===== src/rtl/pov_spi_tx.sv =====
// SPI mode-0 master that shifts one 74-bit POV camera frame out MSB first.
// The frame is latched at i_start; o_done pulses once the trailing select-high gap has elapsed.
module pov_spi_tx #(
  parameter int HALF_PERIOD = 4,
  parameter int GAP_CYCLES  = 4
) (
  input  logic        clk,
  input  logic        reset,
  input  logic        i_start,
  input  logic [14:0] i_player_x,
  input  logic [14:0] i_player_y,
  input  logic [10:0] i_facing_x,
  input  logic [10:0] i_facing_y,
  input  logic [10:0] i_vplane_x,
  input  logic [10:0] i_vplane_y,
  output logic        o_sclk,
  output logic        o_ss_n,
  output logic        o_mosi,
  output logic        o_busy,
  output logic        o_done
);

  localparam int MAX_CNT = (HALF_PERIOD > GAP_CYCLES) ? HALF_PERIOD : GAP_CYCLES;
  localparam int DIV_W   = (MAX_CNT > 1) ? $clog2(MAX_CNT) : 1;
  localparam logic [DIV_W-1:0] HALF_RELOAD = DIV_W'(HALF_PERIOD - 1);
  localparam logic [DIV_W-1:0] GAP_RELOAD  = DIV_W'(GAP_CYCLES - 1);

  typedef enum logic [2:0] {
    IDLE,
    SETUP,
    SHIFT_LO,
    SHIFT_HI,
    HOLD,
    GAP
  } state_t;

  state_t           state;
  logic [DIV_W-1:0] div_cnt;
  logic [6:0]       bit_cnt;
  logic [73:0]      shift_reg;
  logic [73:0]      frame;
  logic             div_zero;

  assign frame    = {i_player_x, i_player_y, i_facing_x, i_facing_y, i_vplane_x, i_vplane_y};
  assign div_zero = (div_cnt == '0);

  always_ff @(posedge clk) begin
    if (reset) begin
      state     <= IDLE;
      div_cnt   <= '0;
      bit_cnt   <= '0;
      shift_reg <= '0;
      o_sclk    <= 1'b0;
      o_ss_n    <= 1'b1;
      o_mosi    <= 1'b0;
      o_busy    <= 1'b0;
      o_done    <= 1'b0;
    end else begin
      o_done <= 1'b0;
      case (state)
        IDLE: begin
          if (i_start) begin
            state     <= SETUP;
            shift_reg <= frame;
            bit_cnt   <= 7'd73;
            div_cnt   <= HALF_RELOAD;
            o_ss_n    <= 1'b0;
            o_sclk    <= 1'b0;
            o_mosi    <= frame[73];
            o_busy    <= 1'b1;
          end
        end
        SETUP, SHIFT_LO: begin
          if (div_zero) begin
            state   <= SHIFT_HI;
            div_cnt <= HALF_RELOAD;
            o_sclk  <= 1'b1;
          end else begin
            div_cnt <= div_cnt - 1'b1;
          end
        end
        SHIFT_HI: begin
          // Data advances only on the falling edge so it is settled around every rise.
          if (div_zero) begin
            div_cnt <= HALF_RELOAD;
            o_sclk  <= 1'b0;
            if (bit_cnt == 7'd0) begin
              state  <= HOLD;
              o_mosi <= 1'b0;
            end else begin
              state     <= SHIFT_LO;
              bit_cnt   <= bit_cnt - 7'd1;
              o_mosi    <= shift_reg[72];
              shift_reg <= {shift_reg[72:0], 1'b0};
            end
          end else begin
            div_cnt <= div_cnt - 1'b1;
          end
        end
        HOLD: begin
          if (div_zero) begin
            state   <= GAP;
            div_cnt <= GAP_RELOAD;
            o_ss_n  <= 1'b1;
          end else begin
            div_cnt <= div_cnt - 1'b1;
          end
        end
        GAP: begin
          if (div_zero) begin
            state  <= IDLE;
            o_busy <= 1'b0;
            o_done <= 1'b1;
          end else begin
            div_cnt <= div_cnt - 1'b1;
          end
        end
        default: state <= IDLE;
      endcase
    end
  end

endmodule


===== config.mk =====
export PLATFORM = sky130hd
export DESIGN_NAME = pov_spi_tx
export DESIGN_NICKNAME = d
export VERILOG_FILES = /design/src/rtl/pov_spi_tx.sv
export SDC_FILE = /design/constraint.sdc
export NUM_CORES = 1
export LEC_CHECK = 0
export ABC_AREA = 1
export BUFFER_PORTS_ARGS = -buffer_cell sky130_fd_sc_hd__buf_2
export CAP_MARGIN = 20
export CORE_MARGIN = 2
export CORE_UTILIZATION = 40
export CTS_BUF_LIST = sky130_fd_sc_hd__clkbuf_16
export DETAILED_ROUTE_END_ITERATION = 6
export HOLD_SLACK_MARGIN = 0.05
export PLACE_DENSITY = 0.66
export SYNTH_ARGS = -nofsm -noshare
export SYNTH_HDL_FRONTEND = slang
export SYNTH_SLANG_ARGS = --single-unit
export TNS_END_PERCENT = 5

===== constraint.sdc =====
create_clock -name clk -period 2.3 [get_ports clk]
set_input_delay 0.69 -clock clk [delete_from_list [all_inputs] [get_ports clk]]
set_output_delay 0.69 -clock clk [all_outputs]
set_load 0.05 [all_outputs]

==> out/qor.yml, run 1 <==
clocking:
  cts_sinks: 90
  cts_made_buffers: 9
  cts_resized: 0
  cts.clk_slew.worst_paths_ps: 60
  htreeDepth: 3
  clk_latency_ps: 340
  clk_path_buf_depth: 2
  cts_tree: "yes"
  post_cts_buffers: 0
  cts_root_buf: "clkbuf_16"
  hold_buffers: 0
route:
  vias: 4204
  drtIter0Drc: 225
  dr.pass1.iters: 4
  routed_wl_mm: 10.0
  drc: 0
  vias_per_cell: 4.74
  ant_nets: 0
  routedWlPerCell_um: 11.3
synth:
  synthFlopType: "dfxtp_1"
  synth-seq-cells: 90
  ys_warn_count: 0
  syn_area_per_cell_um2: 6.27
  synth_edf_count: 0
  synth.area.top_cells: "dfxtp_1 42%, nand2_1 22%, nor2_1 14%"
  syn_area_um2: 4310
  postSynth.asyncResetShare_pct: 0
  ys_seq_area_share_pct: 41.8
  syn-num-nets: 767
  ys_types: 27
  yosysTopAreaCellShare_pct: 41.8
  netlist.top_cell.by_area: "dfxtp_1"
  netlist_instances: 687
  synthMostInstantiatedCell: "nand2_1"
  yosys-top-cells-count: "253 x nand2_1, 165 x nor2_1, 90 x dfxtp_1"
worst_setup_path:
  critPathMaxFanout: 34
  critPathArrivalTime_ps: 2180
  start_kind: "flop"
  critPathKind: "reg2reg"
  slowest_delay_ps: 370
  endpoint_kind: "flop"
  cp_data_required_time_ps: 2570
  crit_chain: "inv_1 > ha_1 > inv_1 > nor2_1 > nand4_2 > nand2_4 > buf_4 > o21ai_0 > nor2_1"
  critPathSlowestCell: "buf_4"
timing:
  holdWs_ps: 466
  worst_pin_slew_ps: 600
  finalCriticalPeriod_ps: 1910
  grt_setup_unrepaired: "no"
  fmax_mhz: 525
  fin_skew_ps: 5.43
  tns_ps: 0
  finalSetupViolCount: 0
  slew_headroom_pct: 60.0
  hold_viol_final: 0
  fin_ws_ps: 393
  slew_viol_final: 0
  post-route-period-util_pct: 82.9
place:
  port_buffers: 81
  gp_congestion: 0.832
  placed_area_um2: 4770
  dp_hpwl_mm: 6.48
  place_ws_ps: 289
finish:
  multi_input_area_um2: 2230
  fin_area_um2: 5050
  seqCellArea_um2: 1800
  syn2layout_area_growth_pct: 17.3
  n_antenna_cell: 0
  fillers: 1092
  fin_nets: 827
  largest_reg_flops: 73
  drive_gt1_share_pct: 14.8
pwr:
  p_total_w: 0.00613
  worst_ir_drop_vdd_mv: 0.528
  leakage_nw: 2.47
  power.density_nw_per_um2: 1210
floorplan:
  fp.dieW_um: 108
  num_rows: 37
  fp.coreArea_um2: 10400
  initial_utilization_pct: 41.5
  fp.dieH_um: 108
  dieArea_um2: 11600
  ios: 82
global_routing:
  grt_pass1_vias: 4079
  overflow: 0
  grt_max_degree: 76
  grt.total_usage_pct: 18.6
  grt_pass1_wl_mm: 17.5
  antenna_found_initial: 0
status:
  status: "finished, final reports clean"
run:
  drv_cap: 0
worst_hold_path:
  hp-class: "reg2reg"
-- logic make-up after synthesis --
| family | Yosys count | synth area share, % |
|---|---|---|
| simple gates | 440 | 39.6 |
| flops | 90 | 41.8 |
| buf+inv | 59 | 6.33 |
| compound gates | 94 | 11.2 |
| xor+xnor | 1 | 0.203 |
| fa+ha+maj | 3 | 0.872 |
-- metal layers --
metal | GRT usage [%] | part of all wire (%) | vias to the layer above
met5 | 0 | 0 | -
met4 | 5.04 | 1.1 | 0
met3 | 4.96 | 4.2 | 8
met2 | 33.4 | 48 | 64
met1 | 21.6 | 47 | 1881
li1 | - | - | 2251
-- cell usage in the layout (no fill, tap or decap), drive strengths merged, types with 2 or more instances in the layout --
master  Yosys  routed
ha          3       3
o21ai      78      78
nor2      166     166
a21oi      12      12
clkbuf     22       9
buf        19      90
nand3      12      12
inv        18      18
nor3        2       2
nand4       4       4
nand2     255     255
clkinv      0       4
dfxtp      90      90
-- where the power goes --
group,internal (W),switching [W],total (W)
clock network,0.000828,0.000595,0.00142
logic,0.000766,0.00146,0.00222
registers,0.00217,0.000317,0.00248
-- per-stage QoR --
stage,std cells,utilization (%)
floorplan,687,-
global placement,872,46.0
detailed placement,872,46.0
CTS,887,48.7
global route,887,48.7
finish,887,48.7
-- path summary, 6_finish.rpt --
path,start,end,slack [ps],cells past startpoint
setup / recovery,bit_cnt[0],shift_reg[46],390,9
hold reg to reg,shift_reg[0],shift_reg[0],470,2
hold / removal,shift_reg[0],shift_reg[0],470,2
setup reg to reg,bit_cnt[0],shift_reg[46],390,9
-- worst max-delay path, delay by kind of cell (launching register included) --
kind / cells / cell delay, ps
flip-flops: 1 / 310
AO/OA/AOI/OAI: 1 / 140
buffers and inverters: 3 / 560
AND/OR/NAND/NOR: 4 / 650
adder cells (fa/ha/maj): 1 / 170
-- cell type report --
type | instances | share of cell area (%)
Multi-Input combinational cell | 538 | 44.2
Clock buffer | 9 | 4.46
Inverter | 18 | 1.34
Timing Repair Buffer | 90 | 9.85
Sequential cell | 90 | 35.7
Clock inverter | 6 | 1.16
Tap cell | 136 | 3.37
Note: power is estimated with default switching activity, not from simulation.
==> inputs of run 2 (changes only) <==
clock period = 2 ns   (was 2.3 ns; I/O delays follow)
==> run 2 against run 1 <==
  * Maximum frequency up 8.9%
  * Non-clock buffer count up 2
  * Power up 18%
  * First-iteration DRC count up 4.0%
  * Cell area up 1.5%
  * Routed wire length down 0.67%
  * Global-route usage down 0.34 points
  * Sequential power up 15%
  * Core utilization up 0.71 points
  * Hold slack worse by 1.1 ps
  * Count of clock-buffer cells in the layout unchanged
  * Clock power up 24%
  * Critical endpoint is now shift_reg[6]
==> out/qor.yml, run 2 (synthesis results as in run 1) <==
timing:
  fin_skew_ps: 6.96
  fmax_mhz: 571
  holdWs_ps: 465
  worst_pin_slew_ps: 479
  hold_viol_final: 0
  tns_ps: 0
  finalSetupViolCount: 0
  slew_viol_final: 0
  finalCriticalPeriod_ps: 1750
  post-route-period-util_pct: 87.5
  grt_setup_unrepaired: "no"
  slew_headroom_pct: 67.8
place:
  placedCellCount: 874
  gp_congestion: 0.804
  port_buffers: 81
  dp_hpwl_mm: 6.34
  placed_area_um2: 4810
floorplan:
  num_rows: 37
  fp.dieW_um: 108
  fp.dieH_um: 108
  dieArea_um2: 11600
  ios: 82
  initial_utilization_pct: 41.5
  fp.coreArea_um2: 10400
clocking:
  clk_path_buf_depth: 2
  cts_tree: "yes"
  post_cts_buffers: 0
  htreeDepth: 3
  cts_sinks: 90
  cts_root_buf: "clkbuf_16"
  clk_latency_ps: 340
  cts_resized: 0
  cts.clk_slew.worst_paths_ps: 60
  hold_buffers: 0
  cts_made_buffers: 9
finish:
  layout_common_cells: "253 x nand2_1, 165 x nor2_1, 90 x dfxtp_1"
  syn2layout_area_growth_pct: 19.1
  drive_gt1_share_pct: 15.0
  multi_input_area_um2: 2230
  layout.cells.non_filler: 890
  fin_nets: 829
  fin_area_um2: 5130
  largest_reg_flops: 73
  final_common_cell: "nand2_1"
  n_antenna_cell: 0
  seqCellArea_um2: 1800
  fillers: 1125
global_routing:
  overflow: 0
  grt_pass1_vias: 3993
  grt_pass1_wl_mm: 17.2
  antenna_found_initial: 0
  grt_max_degree: 65
  grt.total_usage_pct: 18.2
run:
  drv_cap: 0
worst_setup_path:
  cp_data_required_time_ps: 2230
  critPathKind: "reg2reg"
  critPathMaxFanout: 64
  r2r_slack_ps: 250
  r2r_start: "state[1]"
  slowest_delay_ps: 410
  worst_r2r_endpoint: "shift_reg[6]"
  crit_top_cell: "nand2_1"
  crit_chain: "nand2_1 > nor2_4 > buf_6 > inv_2 > buf_12 > nand2_1 > nand2_1 > o21ai_0 > nor2_1"
  reg2reg_depth: 9
  critPathSlowestCell: "dfxtp_1"
  endpoint_kind: "flop"
  critPathArrivalTime_ps: 1980
  start_kind: "flop"
pwr:
  worst_ir_drop_vdd_mv: 0.523
  leakage_nw: 2.51
  power.density_nw_per_um2: 1410
route:
  vias_per_cell: 4.72
  routed_wl_mm: 9.95
  drtIter0Drc: 234
  vias: 4202
  drc: 0
  dr.pass1.iters: 4
  ant_nets: 0
  routedWlPerCell_um: 11.2
worst_hold_path:
  min_from: "o_busy"
  holdPathEnd: "o_busy"
  hp-class: "reg2reg"
  hold_depth: 2
status:
  status: "finished, final reports clean"
## run 2: changes by cell type in the layout (fill, tap and decap cells not counted), sizes merged
cell      delta
bufinv       +1
buf          +2
clkinvlp     -1
inv          +1
## run 2: area by class of cell
type,instances,share of cell area (%)
inverters,18,1.32
multi-input cells,538,43.5
well taps,136,3.32
clock inverters,7,1.66
clock buffers,9,4.39
repair buffers,92,10.6
flip-flops and latches,90,35.1
## run 2: worst max path at each step
stage | from | end | cells past startpoint
6_report | state[1] | shift_reg[6] | 9
3_3_place_gp | i_start | shift_reg[37] | 8
2_1_floorplan | i_start | shift_reg[22] | 7
3_5_place_dp | i_start | shift_reg[51] | 8
5_1_grt | state[1] | shift_reg[2] | 9
4_1_cts | state[1] | shift_reg[66] | 8
## run 2: power breakdown
part           switching [W]  leakage [nW]  internal [W]  total [W]
clock               0.000677         0.156       0.00108    0.00176
combinational        0.00168          1.61      0.000934    0.00262
sequential          0.000370         0.742       0.00249    0.00286
total                0.00273          2.51       0.00451    0.00724
## run 2: layer usage
metal,vias up,track usage (%),wire (µm)
met5,-,0,0
met4,0,5.49,93
met3,6,4.42,330
met2,61,32.3,4870
met1,1873,21.7,4670
li1,2262,-,-
## run 2: metrics by stage
| step | total power, W | utilization, % | setup WS [ps] |
|---|---|---|---|
| 6_report | 0.00724 | 49.4 | 250 |
| 5_1_grt | 0.00788 | 49.4 | 27.1 |
| 4_1_cts | 0.00732 | 49.4 | 172 |
| 3_5_place_dp | 0.00553 | 46.4 | 153 |
| 3_3_place_gp | 0.00541 | 46.4 | 192 |
| 2_1_floorplan | 0.00492 | - | 458 |
## run 2: critical path, delay by kind of cell, from the launching register on
kind / cells / cell delay [ps]
AOI/OAI and AO/OA: 1 / 150
buffers and inverters: 3 / 500
DFF: 1 / 410
and+or+nand+nor: 5 / 530
